### config.mk
export PLATFORM = sky130hd
export DESIGN_NAME = rd_fifo_packer
export DESIGN_NICKNAME = d
export VERILOG_FILES = /design/src/rtl/rd_fifo_packer.sv
export SDC_FILE = /design/constraint.sdc
export NUM_CORES = 1
export LEC_CHECK = 0
export CAP_MARGIN = 10
export CORE_MARGIN = 2
export CORE_UTILIZATION = 52
export DETAILED_ROUTE_END_ITERATION = 10
export PLACE_DENSITY = 0.9
export SETUP_SLACK_MARGIN = 0.05
export SLEW_MARGIN = 25
export SYNTH_ARGS = -nofsm -noshare
export SYNTH_HDL_FRONTEND = slang
export SYNTH_SLANG_ARGS = --single-unit
### constraint.sdc
create_clock -name i_clk -period 4.4 [get_ports i_clk]
set_input_delay 0.66 -clock i_clk [delete_from_list [all_inputs] [get_ports i_clk]]
set_output_delay 0.66 -clock i_clk [all_outputs]
set_load 0.005 [all_outputs]
### src/rtl/rd_fifo_packer.sv
// rd_fifo_packer
//   Packs eight 16-bit flash read beats into one 128-bit word, prefixes an
//   error code and writes the resulting entry into the read FIFO. One i_start
//   moves exactly one page of ENTRIES_PER_PAGE entries.
//
//   Optional feature macro: RD_FIFO_PACKER_ERR_STATS_EN
//     defined   -> o_err_entry_cnt counts written entries that carried at
//                  least one ECC error (saturating, cleared only by i_rst)
//     undefined -> o_err_entry_cnt is tied to zero
//
// Ports
//   i_clk, i_rst        clock, synchronous active-high reset
//   i_start             start one page transfer (honoured only when idle)
//   o_busy              high whenever the block is not idle
//   o_done              one-cycle pulse after the last entry of the page
//   i_flash_data        16-bit flash read beat
//   i_flash_valid       beat valid
//   i_flash_ecc_err     beat failed ECC (qualified by valid && ready)
//   o_flash_ready       beat can be accepted (high only while filling)
//   o_rd_fifo_data      FIFO entry {err_code, data[127:0]}
//   o_rd_fifo_we        FIFO write strobe
//   i_rd_fifo_full      FIFO full
//   o_err_entry_cnt     count of entries written with a non-zero error count
module rd_fifo_packer #(
  parameter int RD_FIFO_DATA_WIDTH = 136,
  parameter int ERROR_CODE_WIDTH   = 8,
  parameter int ENTRIES_PER_PAGE   = 256
) (
  input  logic                          i_clk,
  input  logic                          i_rst,
  input  logic                          i_start,
  output logic                          o_busy,
  output logic                          o_done,
  input  logic [15:0]                   i_flash_data,
  input  logic                          i_flash_valid,
  input  logic                          i_flash_ecc_err,
  output logic                          o_flash_ready,
  output logic [RD_FIFO_DATA_WIDTH-1:0] o_rd_fifo_data,
  output logic                          o_rd_fifo_we,
  input  logic                          i_rd_fifo_full,
  output logic [15:0]                   o_err_entry_cnt
);

  typedef enum logic [1:0] {
    IDLE = 2'd0,
    FILL = 2'd1,
    PUSH = 2'd2,
    DONE = 2'd3
  } state_t;

  localparam logic [15:0] LAST_ENTRY = 16'(ENTRIES_PER_PAGE - 1);

  state_t                      state;
  state_t                      next_state;
  logic [2:0]                  beat_idx;
  logic [15:0]                 entry_cnt;
  logic [3:0]                  err_count;
  logic                        sticky;
  logic [127:0]                data_reg;
  logic [ERROR_CODE_WIDTH-1:0] err_code;
  logic                        accept;
  logic                        last_entry;

  assign accept     = i_flash_valid && o_flash_ready;
  assign last_entry = (entry_cnt == LAST_ENTRY);

  always_ff @(posedge i_clk) begin
    if (i_rst) begin
      state <= IDLE;
    end else begin
      state <= next_state;
    end
  end

  always_comb begin
    next_state    = state;
    o_busy        = 1'b1;
    o_done        = 1'b0;
    o_flash_ready = 1'b0;
    o_rd_fifo_we  = 1'b0;
    case (state)
      IDLE: begin
        o_busy = 1'b0;
        if (i_start) begin
          next_state = FILL;
        end
      end
      FILL: begin
        o_flash_ready = 1'b1;
        if (i_flash_valid && (beat_idx == 3'd7)) begin
          next_state = PUSH;
        end
      end
      PUSH: begin
        o_rd_fifo_we = !i_rd_fifo_full;
        if (!i_rd_fifo_full) begin
          next_state = last_entry ? DONE : FILL;
        end
      end
      DONE: begin
        o_done     = 1'b1;
        next_state = IDLE;
      end
      default: next_state = IDLE;
    endcase
  end

  // Beat k lands at data[127-16k -: 16]; {~beat_idx, 4'b0} is (7-k)*16, the
  // low bit of that slice, so beat 0 ends up in the most significant lane.
  // The per-entry error count clears whenever FILL is entered (from IDLE or
  // from PUSH); the page-sticky flag clears only on a fresh start.
  always_ff @(posedge i_clk) begin
    if (i_rst) begin
      beat_idx  <= 3'd0;
      entry_cnt <= 16'd0;
      err_count <= 4'd0;
      sticky    <= 1'b0;
      data_reg  <= 128'd0;
    end else begin
      case (state)
        IDLE: begin
          if (i_start) begin
            beat_idx  <= 3'd0;
            entry_cnt <= 16'd0;
            err_count <= 4'd0;
            sticky    <= 1'b0;
          end
        end
        FILL: begin
          if (accept) begin
            data_reg[{~beat_idx, 4'b0000} +: 16] <= i_flash_data;
            beat_idx <= beat_idx + 3'd1;
            if (i_flash_ecc_err) begin
              err_count <= err_count + 4'd1;
              sticky    <= 1'b1;
            end
          end
        end
        PUSH: begin
          if (!i_rd_fifo_full) begin
            if (last_entry) begin
              entry_cnt <= 16'd0;
            end else begin
              entry_cnt <= entry_cnt + 16'd1;
              err_count <= 4'd0;
            end
          end
        end
        default: begin
        end
      endcase
    end
  end

  always_comb begin
    err_code                     = '0;
    err_code[3:0]                = err_count;
    err_code[ERROR_CODE_WIDTH-1] = sticky;
  end

  assign o_rd_fifo_data = {err_code, data_reg};

`ifdef RD_FIFO_PACKER_ERR_STATS_EN
  logic [15:0] err_entry_cnt;

  always_ff @(posedge i_clk) begin
    if (i_rst) begin
      err_entry_cnt <= 16'd0;
    end else if (o_rd_fifo_we && (err_count != 4'd0) && (err_entry_cnt != 16'hFFFF)) begin
      err_entry_cnt <= err_entry_cnt + 16'd1;
    end
  end

  assign o_err_entry_cnt = err_entry_cnt;
`else
  assign o_err_entry_cnt = 16'h0000;
`endif

endmodule

# Word-level counts from Yosys, hierarchy flattened
# Cells that the tools add are included.
[totals]
inputBits = 22
reg_bits = 154
word_cells = 64
[classes]
mux = 27
n_addsub = 4
n_eq_ne = 11
shift = 2
n_reduce_logical = 13
n_bitwise = 1
[op_table]
columns = ["op", "n"]
rows = [
  ["bitwise mux 128 bit", 1],
  ["variable shift 16 x 9 -> 128 bit, first input constant", 1],
  ["indexed part select 16 x 9 -> 128 bit", 1],
  ["2-to-1 mux 16 bit", 3],
  ["case mux 16 bit (2 select lines)", 1],
  ["2-to-1 mux 4 bit", 5],
  ["adder 16 x 1 -> 16 bit, second input constant", 1],
  ["== test 16 x 8 -> 1 bit, second input constant", 1],
  ["inequality test 2 bit, second input constant", 6],
  ["case mux 4 bit (3 select lines)", 1],
  ["negation 7 -> 9 bit", 1],
  ["AND reduction 3 bit", 3],
  ["2-to-1 mux 2 bit", 4],
  ["case mux 2 bit (4 select lines)", 1],
  ["2-to-1 mux 1 bit", 7],
  ["2-to-1 mux 3 bit", 2],
  ["case mux 3 bit (2 select lines)", 1],
  ["AND reduction 6 bit", 1],
  ["adder 4 x 1 -> 4 bit, second input constant", 1],
  ["== test 2 bit, second input constant", 2],
  ["AND reduction 4 bit", 1],
  ["nonzero test 2 bit", 2],
  ["adder 3 x 1 -> 3 bit, second input constant", 1],
  ["== test 3 bit, second input constant", 1],
  ["8 further kinds", 9],
]

# Longest topological paths before layout
[logic_depth]
word_depth = 5
mapped_depth = 9
depth_no_buf = 6

# Worst setup path before layout
# No wires, ideal clock.
[synth_timing]
path_kind = "reg-to-reg"
startpoint = "register beat_idx[0]"
endpoint = "register data_reg[70]"
period_less_slack_ns = 2.151
arrival_time_ns = 2.081
stages_incl_launch_ff = 10
path_slack_ns = 2.249
path_buffers = 3
cell_sequence = "dfxtp_1 clkbuf_1 inv_1 ha_1 nor2b_1 and4_1 clkbuf_1 clkbuf_1 nand3_1 a21oi_1"
[synth_between]
elab_chain_len = 4
elab_cells_between_ends = 5
[synth_rtl]
columns = ["item", "line_no", "rtl"]
rows = [
  ["start: declaration", "55", "logic [2:0] beat_idx;"],
  ["start signal: assignment", "132", "beat_idx <= beat_idx + 3'd1;"],
  ["inverter 3 bit *", "131", "data_reg[{~beat_idx, 4'b0000} +: 16] <= i_flash_data;"],
  ["negation 7 -> 9 bit *", "131", ""],
  ["indexed part select 16 x 9 -> 128 bit / variable shift 16 x 9 -> 128 bit (equally long branches)", "131", ""],
  ["bitwise mux 128 bit *", "131", ""],
  ["end signal: indexed assignment", "131", ""],
  ["end: declaration", "59", "logic [127:0] data_reg;"],
]
# Every way passes the cells marked *; elsewhere a longest branch is shown, timed or not.
# A chain may end at the register's enable or synchronous reset.

# Worst setup path in the final report
[layout_timing]
startpoint = "register beat_idx[0]"
endpoint = "register data_reg[37]"
# The elaborated chain is that of the path after synthesis.

==> reports/metrics.cfg <==
[status]
status=finished clean

[route]
final_antenna_net_count=0
drt-vias-per-instance=5.884
drt_wl_total_um=19910
firstDrtPassIters=5
drt_iter0_drc=684
wl_per_cell_um=18.32
num_vias=6396
drc=0

[clock_tree]
hold_buffers=0
cts_buffers=17
cts_setup_buffers=0
insertion_delay_ps=420
cts.clk_slew.worst_paths_ps=60
htree_levels=4
clock-root-buffer=clkbuf_16
clock_sinks=154
cts_tree=done
clockBufferDepth=2
cts-resized-gates=0

[pwr]
leakage_nw=2.789
ir_worst_vdd_uv=255.7
cellPowerDensity_nw_per_um2=346.3

[worst_hold_path]
worstHoldEndpoint=data_reg[24]
hold_path.class=register to register
min_path_cells=2
hp-start=data_reg[24]

[synthesis]
syn_area_per_cell_um2=8.110
yosys_most_used_dff=dfxtp_1
yosys_warnings=0
synth_edf_count=0
async_flop_share=0
ys_seq_area_frac=0.4722
synth_cell_type_count=49
synth_top_area_share=0.4722
synth_seq_cells=154
synth_cells=805
yosysTopAreaCell=dfxtp_1
synthTopCellsByArea=dfxtp_1, nand3_1, a21oi_1
syn_area_um2=6529

[worst_setup_path]
path_max_fanout=32
cp.arrival_ps=3270
critPathLaunchType=register
path_cells=ha_1 -> ha_1 -> clkinv_1 -> and3_2 -> nand3_1 -> a21oi_1
cpPeakStageDelay_ps=630
r2r_slack_ps=1390
required_ps=4660
reg2reg_depth=6
crit_top_cell=ha_1
timing.rr.end=data_reg[37]
crit_slowest_cell=and3_2
endpoint_kind=register
crit_type=register to register
r2r_start=beat_idx[0]

[floorplanning]
rows=40
core_area_um2=12110
ioPinCount=178
start_util=0.5390
dieHeight_um=116.1
die_area_um2=13470
fp.dieW_um=116.1

[layout]
area_delta_synth_final_pct=29.97
largest_reg_flops=128
diodes=0
fin_nets=936
layout_common_cells=clkdlybuf4s50_1, dfxtp_1, nand3_1, a21oi_1, nand2_1
layout-drive-gt1-share=0.04788
final_common_cell=clkdlybuf4s50_1

[global_route]
antenna_found_initial=0
grt_pass1_vias=5800
grt_pass1_wl_um=30240
grt_remaining_overflow=0
grt_max_degree=94
grt_use_total=0.2919

[run]
drv_cap=0

[placed_design]
dp_hpwl_um=12880
io_buffers=158
gp_congestion=0.9422

[sta]
slew_viol_final=0
finalSetupTns_ps=0
rsz0062_at_grt=false
slew_headroom=0.3115
fmax_mhz=332.5
hold_ws_ps=452.2
fin_crit_ps=3007
fin_skew_ps=3.941
hold_viol=0
fin_crit_sh=0.6835
setup_violations=0
worstMarginPinSlew_ps=1033

[power breakdown]
group          switching (mW)  total [mW]  internal (mW)  leakage [nW]
sequential            0.00858        1.41           1.40          1.24
combinational           0.111       0.161         0.0507          1.29
clock                   0.573        1.37          0.793         0.261
total                   0.692        2.94           2.25          2.79
[routing by layer]
| layer | up-vias | global-route usage | wire [um] |
|---|---|---|---|
| li1 | 2972 | - | - |
| met2 | 352 | 0.4421 | 9108 |
| met4 | 0 | 0.1444 | 732 |
| met1 | 3013 | 0.3729 | 7914 |
| met3 | 59 | 0.1004 | 2153 |
| met5 | - | 0 | 0 |
[critical path, delay by kind of cell, from the launching register on]
| family | cells | cell delay [ps] |
|---|---|---|
| AND/OR/NAND/NOR | 2 | 830 |
| adder cells (fa/ha/maj) | 2 | 780 |
| flip-flops | 1 | 560 |
| buffers and inverters | 1 | 570 |
| AO/OA/AOI/OAI | 1 | 100 |
[logic make-up (layout without fill, tap and decap cells)]
group,count (synthesis),after routing,share of synthesized area
buf+inv,109,205,0.08087
compound gates,178,178,0.1485
flops,154,154,0.4722
other cells,1,19,0.0005744
xor+xnor,1,1,0.001342
simple gates,337,337,0.2551
mux,17,17,0.02606
fa+ha+maj,8,8,0.01533
[worst max-delay path by stage]
stage | to | from | depth (start not counted) | slack (ps)
2_1_floorplan | data_reg[70] | beat_idx[0] | 9 | 2250
3_3_place_gp | data_reg[14] | i_flash_valid | 5 | 1360
3_5_place_dp | data_reg[6] | i_flash_valid | 5 | 1250
4_1_cts | data_reg[37] | beat_idx[0] | 6 | 1300
5_1_grt | data_reg[37] | beat_idx[0] | 6 | 1180
6_report | data_reg[37] | beat_idx[0] | 6 | 1390
[per-stage QoR]
stage	power, mW	setup WS [ps]	area, um2	instances	util
after floorplan	1.542	2249	6596	823	-
final	2.938	1393	8486	1087	0.7006
after global routing	3.019	1184	8486	1087	0.7006
after global placement	1.594	1358	7936	1055	0.6553
after CTS	2.932	1302	8484	1087	0.7005
after detailed placement	1.595	1251	7936	1055	0.6553
[cells in the mapped netlist, types with 5 or more instances]
| cell | n |
|---|---|
| and4_1 | 5 |
| ha_1 | 8 |
| mux2i_1 | 17 |
| nand2_1 | 115 |
| inv_1 | 8 |
| nand4_1 | 12 |
| buf_2 | 20 |
| o21ai_0 | 26 |
| dfxtp_1 | 154 |
| a31oi_1 | 6 |
| nor3_1 | 5 |
| clkbuf_1 | 55 |
| and3_1 | 11 |
| nand2b_1 | 5 |
| nor2b_1 | 6 |
| or4_1 | 5 |
| nor2_1 | 25 |
| a211oi_1 | 7 |
| a21oi_1 | 126 |
| nand3_1 | 128 |
| buf_4 | 21 |
[layout make-up]
| cell class | count | area, um2 |
|---|---|---|
| fillers | 927 | 3626 |
| flip-flops and latches | 154 | 3083 |
| multi-input cells | 560 | 2987 |
| repair buffers | 164 | 1624 |
| clock buffers | 22 | 454.2 |
| well taps | 168 | 210.2 |
| clock inverters | 10 | 93.84 |
| inverters | 9 | 33.78 |
Note: power is estimated with default switching activity, not from simulation.
